`config.mk`:
```
export PLATFORM = sky130hd
export DESIGN_NAME = mul32_seq_ctrl
export DESIGN_NICKNAME = d
export VERILOG_FILES = /design/src/rtl/mul32_seq_ctrl.sv
export SDC_FILE = /design/constraint.sdc
export NUM_CORES = 1
export LEC_CHECK = 0
export ABC_AREA = 1
export ABC_CLOCK_PERIOD_IN_PS = 3900
export BUFFER_PORTS_ARGS = -buffer_cell sky130_fd_sc_hd__buf_4
export CAP_MARGIN = 10
export CORE_ASPECT_RATIO = 2
export CORE_MARGIN = 4
export CORE_UTILIZATION = 35
export DETAILED_ROUTE_END_ITERATION = 12
export GPL_TIMING_DRIVEN = 0
export PLACE_DENSITY_LB_ADDON = 0.05
export SYNTH_ARGS = -nofsm -noshare
export SYNTH_HDL_FRONTEND = slang
export SYNTH_SLANG_ARGS = --single-unit
```
`constraint.sdc`:
```
create_clock -name clk -period 3.9 [get_ports clk]
set_input_delay 0.39 -clock clk [delete_from_list [all_inputs] [get_ports clk]]
set_output_delay 0.39 -clock clk [all_outputs]
set_load 0.05 [all_outputs]
```
`src/rtl/mul32_seq_ctrl.sv`:
```
// Sequential shift-and-add controller for a WIDTH x WIDTH unsigned multiplier using an external shifter.
// Optional MUL_EARLY_EXIT_EN: leave RUN once the remaining multiplier bits are all zero.
module mul32_seq_ctrl #(
    parameter int WIDTH = 32,
    parameter int CW    = $clog2(WIDTH)
) (
    input  logic               clk,
    input  logic               rst,
    input  logic               start,
    input  logic [WIDTH-1:0]   a,
    input  logic [WIDTH-1:0]   b,
    output logic               ready,
    output logic               busy,
    output logic               done,
    output logic [2*WIDTH-1:0] product,
    output logic [WIDTH-1:0]   sh_val,
    output logic [CW-1:0]      sh_amt,
    input  logic [2*WIDTH-1:0] sh_res
);

    typedef enum logic [1:0] {
        ST_IDLE,
        ST_RUN,
        ST_DONE
    } state_e;

    state_e             state_q, state_d;
    logic [WIDTH-1:0]   a_q, a_d;
    logic [WIDTH-1:0]   b_q, b_d;
    logic [2*WIDTH-1:0] acc_q, acc_d;
    logic [CW-1:0]      cnt_q, cnt_d;
    logic [2*WIDTH-1:0] product_q, product_d;
    logic [2*WIDTH-1:0] acc_sum;
    logic               last_step;

    always_ff @(posedge clk) begin
        if (rst) begin
            state_q   <= ST_IDLE;
            a_q       <= '0;
            b_q       <= '0;
            acc_q     <= '0;
            cnt_q     <= '0;
            product_q <= '0;
        end else begin
            state_q   <= state_d;
            a_q       <= a_d;
            b_q       <= b_d;
            acc_q     <= acc_d;
            cnt_q     <= cnt_d;
            product_q <= product_d;
        end
    end

    always_comb begin
        state_d   = state_q;
        a_d       = a_q;
        b_d       = b_q;
        acc_d     = acc_q;
        cnt_d     = cnt_q;
        product_d = product_q;
        acc_sum   = acc_q + (b_q[0] ? sh_res : '0);
        last_step = (cnt_q == CW'(WIDTH - 1));
`ifdef MUL_EARLY_EXIT_EN
        last_step = last_step || ((b_q >> 1) == '0);
`endif

        unique case (state_q)
            ST_IDLE: begin
                if (start) begin
                    a_d     = a;
                    b_d     = b;
                    acc_d   = '0;
                    cnt_d   = '0;
                    state_d = ST_RUN;
                end
            end
            ST_RUN: begin
                acc_d = acc_sum;
                b_d   = b_q >> 1;
                // Counter holds on the final step so it never wraps past WIDTH-1.
                if (last_step) begin
                    product_d = acc_sum;
                    state_d   = ST_DONE;
                end else begin
                    cnt_d = cnt_q + CW'(1);
                end
            end
            ST_DONE: begin
                state_d = ST_IDLE;
            end
            default: begin
                state_d = ST_IDLE;
            end
        endcase
    end

    assign ready   = (state_q == ST_IDLE);
    assign busy    = (state_q == ST_RUN);
    assign done    = (state_q == ST_DONE);
    assign product = product_q;
    assign sh_val  = a_q;
    assign sh_amt  = cnt_q;

endmodule

```
**Word level (Yosys, flattened, before mapping)**

Index checks and enable logic that the tools add are counted.
Widths: inputs -> output; s select.

- Bits in registers: 199
- Word-level logic and storage cells: 32
- Input port bits: 131

- $add $sub $neg: 2
- Equality and inequality tests: 6
- Reduce and logical (&&, ||, !) cells: 7
- Multiplexer cells: 11

Operator list:

| operator | number |
|---|---|
| $mux 64 | 2 |
| $pmux 64 s2 | 1 |
| $add 64x64->64 | 1 |
| $pmux 32 s2 | 1 |
| $mux 32 | 1 |
| $mux 5 | 2 |
| $pmux 5 s2 | 1 |
| $reduce_and 2->1 | 4 |
| $add 5x1->5 const B | 1 |
| $eq 5x5->1 const B | 1 |
| $mux 2 | 2 |
| $ne 2x2->1 const B | 2 |
| $pmux 2 s2 | 1 |
| $reduce_and 3->1 | 1 |
| $eq 2x1->1 const B | 1 |
| $eq 2x2->1 const B | 1 |
| $logic_not 2->1 | 1 |
| $ne 2x1->1 const B | 1 |
| $reduce_bool 2->1 | 1 |

**Longest topological paths before layout**

- Depth after elaboration: 3
- Mapped depth: 22
- Gate-level depth less buffers: 20

**Least setup slack after synthesis**

OpenSTA, ideal clock, no wires.

- Path kind: register to register
- Start point: reg b_q[0]
- End point: reg acc_q[20]
- Required time: 3768 ps
- Stages on the path, launching flop included: 16
- Path slack: 1507 ps
- Arrival time: 2260 ps
- Path buffers: 2
- Cells stage by stage: dfxtp_1 > clkbuf_1 > clkbuf_1 > nand2_1 > inv_1 > ha_1 > nand2_1 > nand2_1 > or2_1 > nand2_1 > nand3_2 > nand2_1 > nand2_1 > or2_2 > nand3_1 > a21oi_1

- Cells in the longest elaborated chain, start to end: 3

RTL lines:

| item | RTL line | RTL |
|---|---|---|
| from (decl) | 29 | `logic [WIDTH-1:0] b_q, b_d;` |
| from (signal assigned) | 40 | `b_q <= '0;` |
| from (signal assigned) | 47 | `b_q <= b_d;` |
| $mux 64 | 61 | `acc_sum = acc_q + (b_q[0] ? sh_res : '0);` |
| $add 64x64->64 | 61 |  |
| $pmux 64 s2 | 67 | `unique case (state_q)` |
| to (signal assigned) | 41 | `acc_q <= '0;` |
| to (signal assigned) | 48 | `acc_q <= acc_d;` |
| to (decl) | 30 | `logic [2*WIDTH-1:0] acc_q, acc_d;` |

Every way passes these cells.
A chain may end at the register's enable or synchronous reset.

**Final worst setup path**

- Start point: reg b_q[0]
- End point: reg product_q[53] (netlist: product[53])

- Cells in the longest elaborated chain, start to end: 2

RTL lines:

| item | RTL line | RTL |
|---|---|---|
| $mux 64 | 61 |  |
| $add 64x64->64 | 61 |  |
| to (signal assigned) | 50 | `product_q <= product_d;` |
| to (decl) | 32 | `logic [2*WIDTH-1:0] product_q, product_d;` |

Every way passes these cells.

==> impl_metrics.yaml <==
status:
  outcome: "completed"
setup_path:
  cpPeakStageDelay_ns: 0.49
  slowest_stage: "clkbuf_1"
  path_common_cell: "nand2_1"
  crit_required_ns: 4.28
  crit_type: "flop to flop"
  arrival_ns: 4.13
  crit_buf_inv: 5
  path_cells: "clkbuf_2 > clkbuf_1 > nand2_1 > inv_1 > ha_1 > nand2_1 > nor2_1 > nand2_1 > clkinv_1 > nand3_1 > nand3b_1 > nand2_1 > nand2_1 > nand2_1 > nand2_1 > nand2_1 > nand2_1 > inv_1"
  path_delay_family: "simple AND/OR/NAND/NOR gates"
  cp_max_fo: 10
  cp-end-kind: "flop"
  start_kind: "flop"
global_routing:
  gr-total-overflow: 0
  antenna_found_initial: 0
  grt_pass1_wl_mm: 84.4
  grt_max_degree: 24
  track_usage_pct: 26.2
  grt_pass1_vias: 14800
logic_synthesis:
  async_reset_ff_share_pct: 0
  syn_nets: 2572
  synth_edf_count: 0
  synth_cell_types: 38
  synthCells: 2375
  yosysWarningCount: 0
  ys_ff_latch: 199
  netlist_area_um2: 13800
  avgSynthCellArea_um2: 5.80
  ys_seq_area_share_pct: 28.9
  synthFlopType: "dfxtp_1"
job:
  max_cap_viol_count: 0
drt:
  wl_per_cell_um: 17.9
  wl_mm: 56.4
  drc: 0
  dr.pass1.iters: 5
  drt_iter0_markers: 646
  via_per_inst: 4.64
  ant_nets: 0
  vias: 14700
pwr:
  leakage_uw: 0.00914
  p_total_uw: 5020
  cellPowerDensity_nw_per_um2: 299
  vdd_drop_max_mv: 0.320
die:
  rows: 102
  dieArea_um2: 42800
  initial_core_util_pct: 35.5
  fp.dieH_um: 289
  fp.dieW_um: 148
  core-area_um2: 38800
  ios: 235
min_path:
  min_path_type: "input port to flop"
timing:
  worstMarginPinSlew_ns: 1.05
  fin_crit_sh_pct: 96.1
  max_freq_mhz: 267
  final_hold_viol_count: 0
  drv_slew: 0
  max_slew_margin_pct: 30.1
  period_needed_ns: 3.75
  finalSetupTns_ns: 0
  finalClockSkew_ns: 0.0153
  setup_viol: 0
  rsz0062_at_grt: "no"
clock_network:
  cts_setup_buffers: 0
  clkTransAtPathRegs_ns: 0.09
  cts_max_path_buffers: 2
  clock-sinks: 199
  root_buffer: "clkbuf_16"
  cts_tree: "built"
  cts.htree.levels: 4
  cts_buffers: 17
  clk_latency_ns: 0.48
layout:
  fillers: 4466
  synthToLayoutAreaGrowth_pct: 22.0
  final_nets: 2824
  final_cell_mix: "nand2_1, inv_1, buf_4"
  layout_commonest_cell: "nand2_1"
  drive_above_1_share_pct: 15.2
  utilization_pct: 43.3
  num_antenna_cells: 0
placed_design:
  io_buffers: 233
  routabilityCongestion: 0.963
  hpwl_mm: 48.3
## report_power, final
part           switching [µW]  internal [µW]
logic                     601            315
clock network            1050            900
registers                44.1           2110
## worst register-to-register path, stage by stage (launching register included)
cell,delay [ns]
dfxtp_1,0.33
clkbuf_2,0.35
clkbuf_1,0.50
nand2_1,0.12
inv_1,0.09
ha_1,0.23
nand2_1,0.14
nor2_1,0.36
nand2_1,0.28
clkinv_1,0.12
nand3_1,0.08
nand3b_1,0.35
nand2_1,0.29
nand2_1,0.14
nand2_1,0.07
nand2_1,0.07
nand2_1,0.06
nand2_1,0.07
inv_1,0.03
## cells in the mapped netlist, types with 2 or more instances
cell type / count / area, µm²
xor2_2: 2 / 32.5
nor2_1: 202 / 758
nand3_1: 112 / 561
buf_1: 2 / 7.51
o21ai_1: 2 / 10.0
or2_2: 15 / 93.8
inv_1: 426 / 1600
nand3b_2: 3 / 33.8
nor3_1: 10 / 50.1
xnor2_1: 4 / 35.0
a21oi_1: 185 / 926
o21a_1: 2 / 15.0
clkbuf_1: 46 / 173
nor2_4: 2 / 22.5
nor3_4: 2 / 32.5
o21bai_1: 2 / 15.0
nand2_1: 871 / 3270
ha_1: 65 / 813
nand3b_1: 12 / 90.1
buf_2: 24 / 120
o22ai_1: 18 / 113
nand2_2: 27 / 169
dfxtp_1: 199 / 3980
nor2_2: 29 / 181
xor2_1: 6 / 52.6
a22oi_1: 7 / 52.6
nand3_2: 4 / 40.0
o21ai_0: 63 / 315
inv_2: 16 / 60.1
nand4_1: 2 / 12.5
nor3_2: 8 / 80.1
## what timing repair did
item,CTS,global route
resized for setup,1,0
hold endpoints to repair,0,0
setup endpoints to repair,9,0
hold buffers,0,0
## per-stage QoR
stage / hold slack [ns] / cells / instance area, µm² / setup slack [ns]
detailed placement: 0.456 / 3128 / 16200 / -0.165
global placement: 0.450 / 3128 / 16200 / -0.0943
CTS: 0.143 / 3160 / 16800 / 0.182
global route: 0.164 / 3160 / 16800 / 0.0751
finish: 0.158 / 3160 / 16800 / 0.151
floorplan: 0.440 / 2375 / 13800 / 1.51
## area by class of cell
class / count / area [µm²] / area share, %
multi-input cells: 1660 / 7830 / 46.5
flip-flops and latches: 199 / 3980 / 23.7
repair buffers: 233 / 1750 / 10.4
inverters: 443 / 1660 / 9.89
well taps: 520 / 651 / 3.87
clock buffers: 17 / 425 / 2.53
plain buffers: 73 / 309 / 1.84
clock inverters: 15 / 210 / 1.25
## per-layer routing
metal	vias up	GRT usage, %	routed length (µm)
li1	7703	-	-
met1	6563	24.0	19200
met2	310	54.8	32500
met3	92	3.53	1790
met4	0	12.5	2950
met5	-	0	0
## path summary, 6_finish.rpt
kind / startpoint / end / slack, ns / cells after the start
worst max-delay path: b_q[0] / product[53] / 0.15 / 18
worst min register to register: product[37] / product[37] / 0.47 / 2
worst max register to register: b_q[0] / product[53] / 0.15 / 18
worst min-delay path: a[23] / sh_val[23] / 0.16 / 3
## registers in the layout, summed over array words and instances (netlist names)
name / count
acc_q: 64
sh_val: 32
product: 64
state_q: 2
sh_amt: 5
b_q: 32
## cell families (layout without fill, tap and decap cells)
| group | count (synthesis) | count (layout) | synth area share [%] |
|---|---|---|---|
| compound gates | 281 | 281 | 10.6 |
| simple gates | 1301 | 1301 | 39.2 |
| xor+xnor | 12 | 12 | 0.872 |
| flops | 199 | 199 | 28.9 |
| buf+inv | 516 | 781 | 14.3 |
| fa+ha+maj | 66 | 66 | 6.05 |
Note: power is estimated with default switching activity, not from simulation.
